--- src/rtl/branch_predict_resolve_unit.sv ---
// branch_predict_resolve_unit
// Resolves conditional branches in EX and trains a bimodal table of
// saturating counters that supplies the fetch-stage prediction. Every
// misprediction raises a registered one-cycle redirect to the IF PC mux.
// Optional feature macro: BRU_STATS_EN adds stat_branches/stat_mispredicts.
module branch_predict_resolve_unit #(
    parameter int DATA_W = 32,
    parameter int PC_W   = 32,
    parameter int IDX_W  = 6,
    parameter int CNT_W  = 2
) (
    input  logic              clk,
    input  logic              rst_n,
    input  logic [PC_W-1:0]   pred_pc,
    output logic              pred_taken,
    input  logic              res_valid,
    input  logic              res_branch,
    input  logic [5:0]        res_code,
    input  logic [DATA_W-1:0] res_op_a,
    input  logic [DATA_W-1:0] res_op_b,
    input  logic [PC_W-1:0]   res_pc,
    input  logic [PC_W-1:0]   res_target,
    input  logic              res_pred_taken,
    output logic              branch_taken,
    output logic              redirect_valid,
    output logic [PC_W-1:0]   redirect_pc
`ifdef BRU_STATS_EN
    ,
    output logic [31:0]       stat_branches,
    output logic [31:0]       stat_mispredicts
`endif
);

    localparam int ENTRIES = 1 << IDX_W;

    localparam logic [5:0] CODE_BEQ  = 6'h03;
    localparam logic [5:0] CODE_BNE  = 6'h04;
    localparam logic [5:0] CODE_BLEZ = 6'h07;
    localparam logic [5:0] CODE_BGTZ = 6'h0F;
    localparam logic [5:0] CODE_BGEZ = 6'h11;
    localparam logic [5:0] CODE_BLTZ = 6'h13;

    // Weakly not-taken: MSB clear, all lower bits set.
    localparam logic [CNT_W-1:0] CNT_INIT = {1'b0, {(CNT_W-1){1'b1}}};
    localparam logic [CNT_W-1:0] CNT_MAX  = {CNT_W{1'b1}};
    localparam logic [CNT_W-1:0] CNT_ZERO = {CNT_W{1'b0}};
    localparam logic [CNT_W-1:0] CNT_ONE  = {{(CNT_W-1){1'b0}}, 1'b1};
    localparam logic [PC_W-1:0]  PC_STEP  = PC_W'(4);

    logic [CNT_W-1:0] bht [ENTRIES];

    logic [IDX_W-1:0] rd_idx;
    logic [IDX_W-1:0] wr_idx;
    logic             code_known;
    logic             outcome;
    logic             op_a_zero;
    logic             op_a_neg;
    logic             accept;
    logic             mispredict;
    logic [CNT_W-1:0] cnt_cur;
    logic [CNT_W-1:0] cnt_next;
    logic [PC_W-1:0]  fix_pc;

    // Only the word-index bits of the fetch PC select a table entry.
    logic unused_pred_pc_bits;
    assign unused_pred_pc_bits = ^{pred_pc[PC_W-1:IDX_W+2], pred_pc[1:0]};

    assign rd_idx     = pred_pc[IDX_W+1:2];
    assign wr_idx     = res_pc[IDX_W+1:2];
    assign pred_taken = bht[rd_idx][CNT_W-1];

    assign op_a_zero  = (res_op_a == '0);
    assign op_a_neg   = res_op_a[DATA_W-1];

    // Decode the branch code and evaluate the signed condition against zero or op_b.
    always_comb begin
        code_known = 1'b1;
        outcome    = 1'b0;
        case (res_code)
            CODE_BEQ:  outcome = (res_op_a == res_op_b);
            CODE_BNE:  outcome = (res_op_a != res_op_b);
            CODE_BLEZ: outcome = op_a_neg | op_a_zero;
            CODE_BGTZ: outcome = ~op_a_neg & ~op_a_zero;
            CODE_BGEZ: outcome = ~op_a_neg;
            CODE_BLTZ: outcome = op_a_neg;
            default:   code_known = 1'b0;
        endcase
    end

    // The instruction in EX while a redirect is out is wrong-path and is squashed.
    assign accept     = res_valid & res_branch & code_known & ~redirect_valid;
    assign mispredict = accept & (outcome != res_pred_taken);
    assign fix_pc     = outcome ? res_target : (res_pc + PC_STEP);

    // Saturating step of the counter being trained.
    always_comb begin
        cnt_cur  = bht[wr_idx];
        cnt_next = cnt_cur;
        if (outcome) begin
            if (cnt_cur != CNT_MAX) cnt_next = cnt_cur + CNT_ONE;
        end else begin
            if (cnt_cur != CNT_ZERO) cnt_next = cnt_cur - CNT_ONE;
        end
    end

    // Train the table on every accepted resolve; reset restores weakly not-taken everywhere.
    always_ff @(posedge clk or negedge rst_n) begin
        if (!rst_n) begin
            for (int i = 0; i < ENTRIES; i++) begin
                bht[i] <= CNT_INIT;
            end
        end else if (accept) begin
            bht[wr_idx] <= cnt_next;
        end
    end

    // Register the resolved outcome and the one-cycle redirect pulse.
    always_ff @(posedge clk or negedge rst_n) begin
        if (!rst_n) begin
            branch_taken   <= 1'b0;
            redirect_valid <= 1'b0;
            redirect_pc    <= '0;
        end else begin
            branch_taken   <= accept & outcome;
            redirect_valid <= mispredict;
            if (mispredict) begin
                redirect_pc <= fix_pc;
            end
        end
    end

`ifdef BRU_STATS_EN
    // Saturating event counters, updated on the same edge as the table.
    always_ff @(posedge clk or negedge rst_n) begin
        if (!rst_n) begin
            stat_branches    <= '0;
            stat_mispredicts <= '0;
        end else begin
            if (accept && (stat_branches != 32'hFFFF_FFFF)) begin
                stat_branches <= stat_branches + 32'd1;
            end
            if (mispredict && (stat_mispredicts != 32'hFFFF_FFFF)) begin
                stat_mispredicts <= stat_mispredicts + 32'd1;
            end
        end
    end
`endif

endmodule

--- config.mk ---
export PLATFORM = sky130hd
export DESIGN_NAME = branch_predict_resolve_unit
export DESIGN_NICKNAME = d
export VERILOG_FILES = /design/src/rtl/branch_predict_resolve_unit.sv
export SDC_FILE = /design/constraint.sdc
export NUM_CORES = 1
export LEC_CHECK = 0
export CAP_MARGIN = 20
export CORE_ASPECT_RATIO = 1.2
export CORE_MARGIN = 1.5
export CORE_UTILIZATION = 55
export CTS_BUF_LIST = sky130_fd_sc_hd__clkbuf_8
export DETAILED_ROUTE_END_ITERATION = 16
export PLACE_DENSITY = 0.85
export SLEW_MARGIN = 40
export SYNTH_ARGS = -nofsm -noshare
export SYNTH_HDL_FRONTEND = slang
export SYNTH_SLANG_ARGS = --single-unit
--- constraint.sdc ---
create_clock -name clk -period 8 [get_ports clk]
set_input_delay 1.6 -clock clk [delete_from_list [all_inputs] [get_ports clk]]
set_output_delay 1.6 -clock clk [all_outputs]
set_load 0.02 [all_outputs]
==> results of run 1 <==
[critical path: stages]
cell and delay, ps:
clkdlybuf4s50_1 1040, mux4_2 450, mux4_2 470, mux4_2 480, clkdlybuf4s50_1 620
[placed cells by master (no fill, tap or decap), types with 6 or more instances in the layout]
master / instances
nor2_1: 194
clkdlybuf4s50_1: 174
a21oi_1: 145
dfrtp_1: 98
dfstp_2: 64
xor2_1: 48
mux4_2: 36
nand2_1: 35
o21ai_0: 32
mux2i_1: 31
nand3_1: 29
nor3_1: 27
a31oi_1: 27
a211oi_1: 26
o31ai_1: 21
nor4_1: 20
clkbuf_8: 19
buf_4: 19
nand4_1: 17
inv_1: 16
o22ai_1: 16
xnor2_1: 14
and3_1: 12
mux2_2: 7
a22oi_1: 6
[cells in the mapped netlist, drive strengths merged (12+ instances only)]
cell type / count / area [sq um]
a211oi: 26 / 195.2
a21oi: 146 / 742.0
a31oi: 27 / 168.9
and3: 12 / 75.07
buf: 41 / 281.5
clkbuf: 43 / 161.4
dfrtp: 98 / 2452
dfstp: 64 / 1682
inv: 14 / 52.55
mux2i: 32 / 320.3
mux4: 36 / 810.8
nand2: 35 / 131.4
nand3: 31 / 165.2
nand4: 17 / 106.4
nor2: 195 / 739.5
nor3: 31 / 170.2
nor4: 20 / 125.1
o21ai: 33 / 165.2
o22ai: 16 / 100.1
o31ai: 21 / 157.7
xnor2: 14 / 122.6
xor2: 48 / 420.4
[metal layers]
layer / vias up / part of all wire
met2: 621 / 0.48
met4: 0 / 0.036
met3: 105 / 0.10
met5: - / 0
met1: 4645 / 0.38
li1: 4285 / -
[cell type report]
type,instances,share of cell area
inverter,15,0.004545
timing repair buffer,200,0.1586
tap,224,0.02263
clock inverter,13,0.01495
clock buffer,19,0.02111
sequential,162,0.3337
multi-input combinational,828,0.4444
[flip-flops by register name, indices dropped and copies added, names as in the netlist]
name            flops
bht               128
branch_taken        1
redirect_pc        32
redirect_valid      1
[metrics by stage]
stage / setup slack, ps / utilization
after global placement: 1829 / 0.6565
final: 1735 / 0.6841
after CTS: 1787 / 0.6831
after global routing: 1709 / 0.6841
after floorplan: 2564 / -
after detailed placement: 1780 / 0.6584
[path summary, 6_finish.rpt]
check / slack (ps) / cells after the start / start / to
setup / recovery: 1730 / 5 / pred_pc[3] / pred_taken
hold / removal: 500 / 2 / bht[26] / bht[26]
setup reg to reg: 4700 / 9 / bht[18] / bht[57]
hold reg to reg: 500 / 2 / bht[26] / bht[26]
max in group asynchronous: 5650 / 2 / rst_n / bht[31]
min in group asynchronous: 1140 / 1 / rst_n / redirect_pc[14]
[report_power, final]
group | total, mW | leakage, nW | switching, mW | internal [mW]
combinational | 0.284 | 2.65 | 0.151 | 0.133
clock | 0.681 | 0.221 | 0.324 | 0.357
sequential | 0.856 | 2.00 | 0.0142 | 0.842
total | 1.82 | 4.87 | 0.489 | 1.33
[cell families after synthesis]
family | count (synthesis)
muxes | 77
DFF | 162
adders and majority gates | 1
buffers and inverters | 99
xor gates and xnor gates | 62
AOI/OAI and AO/OA | 312
and+or+nand+nor | 376
==> results.txt, run 1 <==
Of the total synthesized cell area, the portion taken by XOR and XNOR cells is 0.05372. The final worst-path cycle share came out at 0.7831. The final net count is 1396. By area, the combinational part of the netlist is dominated by compound AO/OA/AOI/OAI gates. The worst-case hold slack is 505.0 ps. TritonCTS built the clock tree. The synthesized-area fraction occupied by ao, oa, aoi and oai cells is 0.1893. The number of remaining DRC errors is 0. The area growth from synthesis to layout is 22.54%.

The antenna diode count came out at 0. The number of global-route vias before repair came to 9479. The global-route usage over all layers is 0.3263. The number of storage elements in the synthesis netlist came out at 162. For this run, the number of Yosys warnings is 0. The CTS root buffer is clkbuf_8. Counting tap cells, the placed design contains a total of 1428 instances. The initial antenna violation count is 0. The final hold violation count is 0. Synthesis produced 1089 cells. The source-to-sink clock delay at the later pin of the worst-skew pair came out at 480 ps. The peak supply drop is 0.1137 mV. The clock arrives with 11.48 ps of skew. In the synthesized netlist the async set-or-reset flop fraction comes to 1.000. The floorplan die width came out at 126.8 um.

The number of max-slew violations in the final report is 0. The count of buffers inserted at the top-level ports came out at 179. The clock-pin slew on the worst setup and hold paths came out at 80 ps. Dividing total power by cell area gives a power density of 147.0 nW/um^2. The normalized max-slew margin came out at 0.4201. Clock tree synthesis inserted a total of 17 buffers.

The final layout contains routed wiring with a total length of 30950 um. Counting I/O delays and the setup requirement, the final critical path takes 6265 ps. The total iterations of the first detailed-routing run came out at 10.

Of the total synthesized cell area, the portion taken by full adders, half adders and majority gates is 0.001238. For met2 alone, demand over resource in global routing was 0.5473. For this configuration, the core starts out at a cell density of 0.5583.

The routing usage on met3 came out at 0.06812. The buffer count from post-CTS setup fixing is 0. The fmax is 159.6 MHz. STA classifies the critical path startpoint as an input port. The final cell count without fillers came out at 1461. Setup repair after global routing left no endpoint under its margin. The first routing iteration left 1149 violations.

In this run the worst hold path is classified as flop to flop. The count of hold buffers inserted by post-cts repair is 0. Yosys mapped a number of flops with a built-in enable equal to 0. The total nets after synthesis came out at 1261. The sum of negative setup slack is 0 ps. Using the TritonRoute via totals, the vias-per-cell ratio works out to 6.609. The portion of netlist area occupied by mux cells came out at 0.1223. Setup violations remaining at the end of the flow were counted as 0. The flow ran to the end, and the final reports show no timing, DRC or antenna violations. The deepest clock path buffer count is 2. The count of vias placed by the detailed router is 9656. The arrival time at the worst endpoint is 4670 ps. The area used by multi-input combinational logic is 5505 sq um. The number of fill cells in the layout is 1389. The area occupied by registers came out at 4134 sq um. The number of distinct standard cells referenced by the synthesized netlist is 72. The total of cells resized after clock tree synthesis came out at 0. The maximum fanout count along the critical path is 16. The simple-gate area share of the yosys netlist came out at 0.1751. At the worst endpoint, the required time is 6400 ps. The leakage dissipation came out at 4.869 nW.

The depth of the CTS H-tree is 4. The tool flagged a number of max-cap violations equal to 0. The design draws 1.821 mW. The final global-route overflow total came out at 0.

The wire length per cell is 21.18 um. The most used routing layer is met2. The cell area after technology mapping is 10110 sq um. At the pin with the least slew margin, the transition time is 867.1 ps. The full die area came out at 19200 sq um. In the final layout, the share of cells above drive strength 1 is 0.1479. The sink count of the clock tree is 162. The half-perimeter wire length of the detailed placement result came out at 20820 um. For this run, the leading register cell type out of synthesis is dfrtp_1. The maximum number of pins on one net before global-route repair came out at 85. Once layout is done, the placed cells without fillers occupy 12390 sq um.

The placed instances occupy a cell area of 11920 sq um. The remaining antenna violation count after routing came out at 0. In this run the mean area of a mapped cell was 9.282 sq um. The met1 track utilization from global routing is 0.4146. At the end of routability-driven placement, the weighted congestion stood at 0.8947. The count of standard-cell rows is 54. STA classifies the critical path endpoint as an output pin.

Pin placement for this block handled 206 I/O pins. The post-synthesis sequential area ratio came out at 0.4090. The floorplan step set the die height to 151.5 um. The category of the critical setup timing path is input port to output pin.

The area of the core region came out at 18110 sq um. The global-route wire length before repair came out at 49090 um.
No activity file was read; power rests on OpenSTA's default activity.
==> run 2, diff against run 1 <==
Settings changed: CORE_UTILIZATION 55 to 54, PLACE_DENSITY 0.85 to 0.83.
Clock period 8 ns to 6 ns, I/O delays scaled along.
==> results.txt, run 2 (synthesis results as in run 1) <==
The required time of the worst setup path came out at 4800 ps. The areal power density over the cells is 188.8 nW/um^2. The path with the worst hold slack has its endpoint at bht[76].

The final critical path time including I/O delays and setup came out at 5352 ps. Summed over all cells, the static leakage comes to 4.866 nW. The tree is rooted in a clkbuf_8. For the pin with the worst max-slew slack, the measured transition is 875.4 ps.

The maximum fanout count along the critical path came out at 16. The initial standard-cell utilization of the core is 0.5541. The number of fill cells in the layout is 1453. VDD sags by at most 0.1398 mV.

The fmax is 186.9 MHz. The detailed router finished its first iteration with 1046 violations. The top-level port count came out at 206.

The largest registers in the layout are bht x128, redirect_pc x32. In this run the critical register-to-register path is launched from bht[83]. The initial antenna violation count came out at 0.

The finished cells cover 12360 sq um. The clock arrives with 11.34 ps of skew. The sink count of the clock tree came out at 162. The routed via count divided by cell count is 6.424.

The setup slack of the worst register-to-register path came out at 3000 ps. The area of the core region came out at 18240 sq um. The area used by multi-input combinational logic is 5507 sq um. The die covers 19550 sq um.

The clock-pin slew on the worst setup and hold paths came out at 80 ps. Wires add up to 30550 um. The share of final-layout standard cells stronger than drive strength 1 came out at 0.1500. The number of max-cap violations is 0. The final worst-path cycle share came out at 0.8919. The number of stages on the worst hold path is 2. Summing over every cut layer, the via total after detailed routing is 9405. In this run, CTS created clock tree buffers numbering 17. The number of antenna diodes in the final layout is 0. The sum of negative setup slack came out at 0 ps. The worst register-to-register path ends at bht[66].

The number of global-route vias before repair is 9234. The final setup violation count came out at 0. The count of standard-cell rows came out at 54. The start point of the worst hold path is bht[76]. The flow ran to the end, and the final reports show no timing, DRC or antenna violations. The number of remaining DRC errors is 0.

The count of buffers inserted at the top-level ports is 179. The final hold violation count is 0. At the later pin of the worst-skew pair, clock insertion delay measures 470 ps. The flip-flop count of the largest register after layout is 128.

Leaving out fill and tap cells, the most frequent cell in the layout is nor2_1. The area occupied by registers is 4134 sq um. STA classifies the critical path endpoint as an output pin. The area growth from synthesis to layout is 22.26%.

The min-delay analysis places its worst path in the category flop to flop. The half-perimeter wire length of the detailed placement result is 20830 um. The total of cells resized after clock tree synthesis is 0. The maximum number of pins on one net before global-route repair is 65. In this run the cell area measured after placement is 11960 sq um. The final global-route overflow total is 0. The depth of the CTS H-tree is 4.

In the layout the commonest cells are nor2_1 (194), clkdlybuf4s50_1 (174), a21oi_1 (145). STA classifies the critical path startpoint as an input port. The total iterations of the first detailed-routing run came out at 5. The overall die height came out at 152.9 um. The clock passes through at most 2 buffers. The global-route wire length before repair is 48240 um. The category of the critical setup timing path is input port to output pin. The buffer count from post-CTS setup fixing is 0.

TritonCTS built the clock tree. The number of max-slew violations in the final report came to 0. At the worst endpoint, the arrival time is 4150 ps. The routability congestion estimate from global placement is 0.9308. The worst-case reg-to-reg path depth is 9. The wire length per cell is 20.87 um. Measured along the x axis, the die boundary spans 127.9 um. Setup repair after global routing left no endpoint under its margin.

The global-route usage over all layers is 0.3131. In this run, post-CTS hold repair placed 0 buffers. The worst pin sits at a relative slew slack of 0.4164.

The largest register by flop count is bht. For this run, the post-layout net count is 1399. The count of nets left with antenna violations once routing finished came out at 0.
[run 2: changes by cell type in the layout (fill, tap and decap cells not counted), moves of 2 or more]
| cell | delta |
|---|---|
| buf_4 | +2 |
| bufinv_16 | -2 |
| clkinv_2 | +3 |
| clkinv_4 | -3 |
[run 2: layer usage]
layer	wire (um)	GRT usage
met4	1095	0.1279
met2	14580	0.5051
met5	0	0
met3	2849	0.06860
met1	12020	0.4097
[run 2: how the worst max path moves through the flow]
stage / from / endpoint / slack [ps] / cells past startpoint
after floorplan: pred_pc[2] / pred_taken / 1360 / 5
after global placement: pred_pc[2] / pred_taken / 640 / 6
after detailed placement: pred_pc[2] / pred_taken / 620 / 6
after CTS: pred_pc[2] / pred_taken / 630 / 6
after global routing: pred_pc[2] / pred_taken / 600 / 6
final: pred_pc[2] / pred_taken / 650 / 6
[run 2: metrics by stage]
| step | util | instances | setup slack [ps] | hold slack [ps] | total power [mW] |
|---|---|---|---|---|---|
| 5_1_grt | 0.6774 | 1464 | 596.8 | 519.2 | 2.417 |
| 3_5_place_dp | 0.6558 | 1432 | 624.0 | 489.0 | 1.534 |
| 4_1_cts | 0.6772 | 1464 | 630.8 | 505.7 | 2.335 |
| 6_report | 0.6774 | 1464 | 648.4 | 505.8 | 2.333 |
| 3_3_place_gp | 0.6540 | 1431 | 638.9 | 487.2 | 1.525 |
| 2_1_floorplan | - | 1089 | 1364 | 479.5 | 1.344 |
[run 2: power breakdown]
part	switching [mW]	internal, mW
sequential	0.0192	1.12
combinational	0.200	0.178
clock	0.417	0.396
[run 2: layout make-up]
class,instances,area share
timing repair buffer,203,0.1610
tap,224,0.02268
clock inverter,12,0.009416
clock buffer,20,0.02227
multi-input combinational,828,0.4456
inverter,15,0.004556
sequential,162,0.3345
[run 2: critical path, cell delays in order]
cell             delay, ps
clkdlybuf4s50_1        460
buf_4                  310
mux4_2                 560
mux4_2                 510
mux4_2                 520
clkdlybuf4s50_1        570
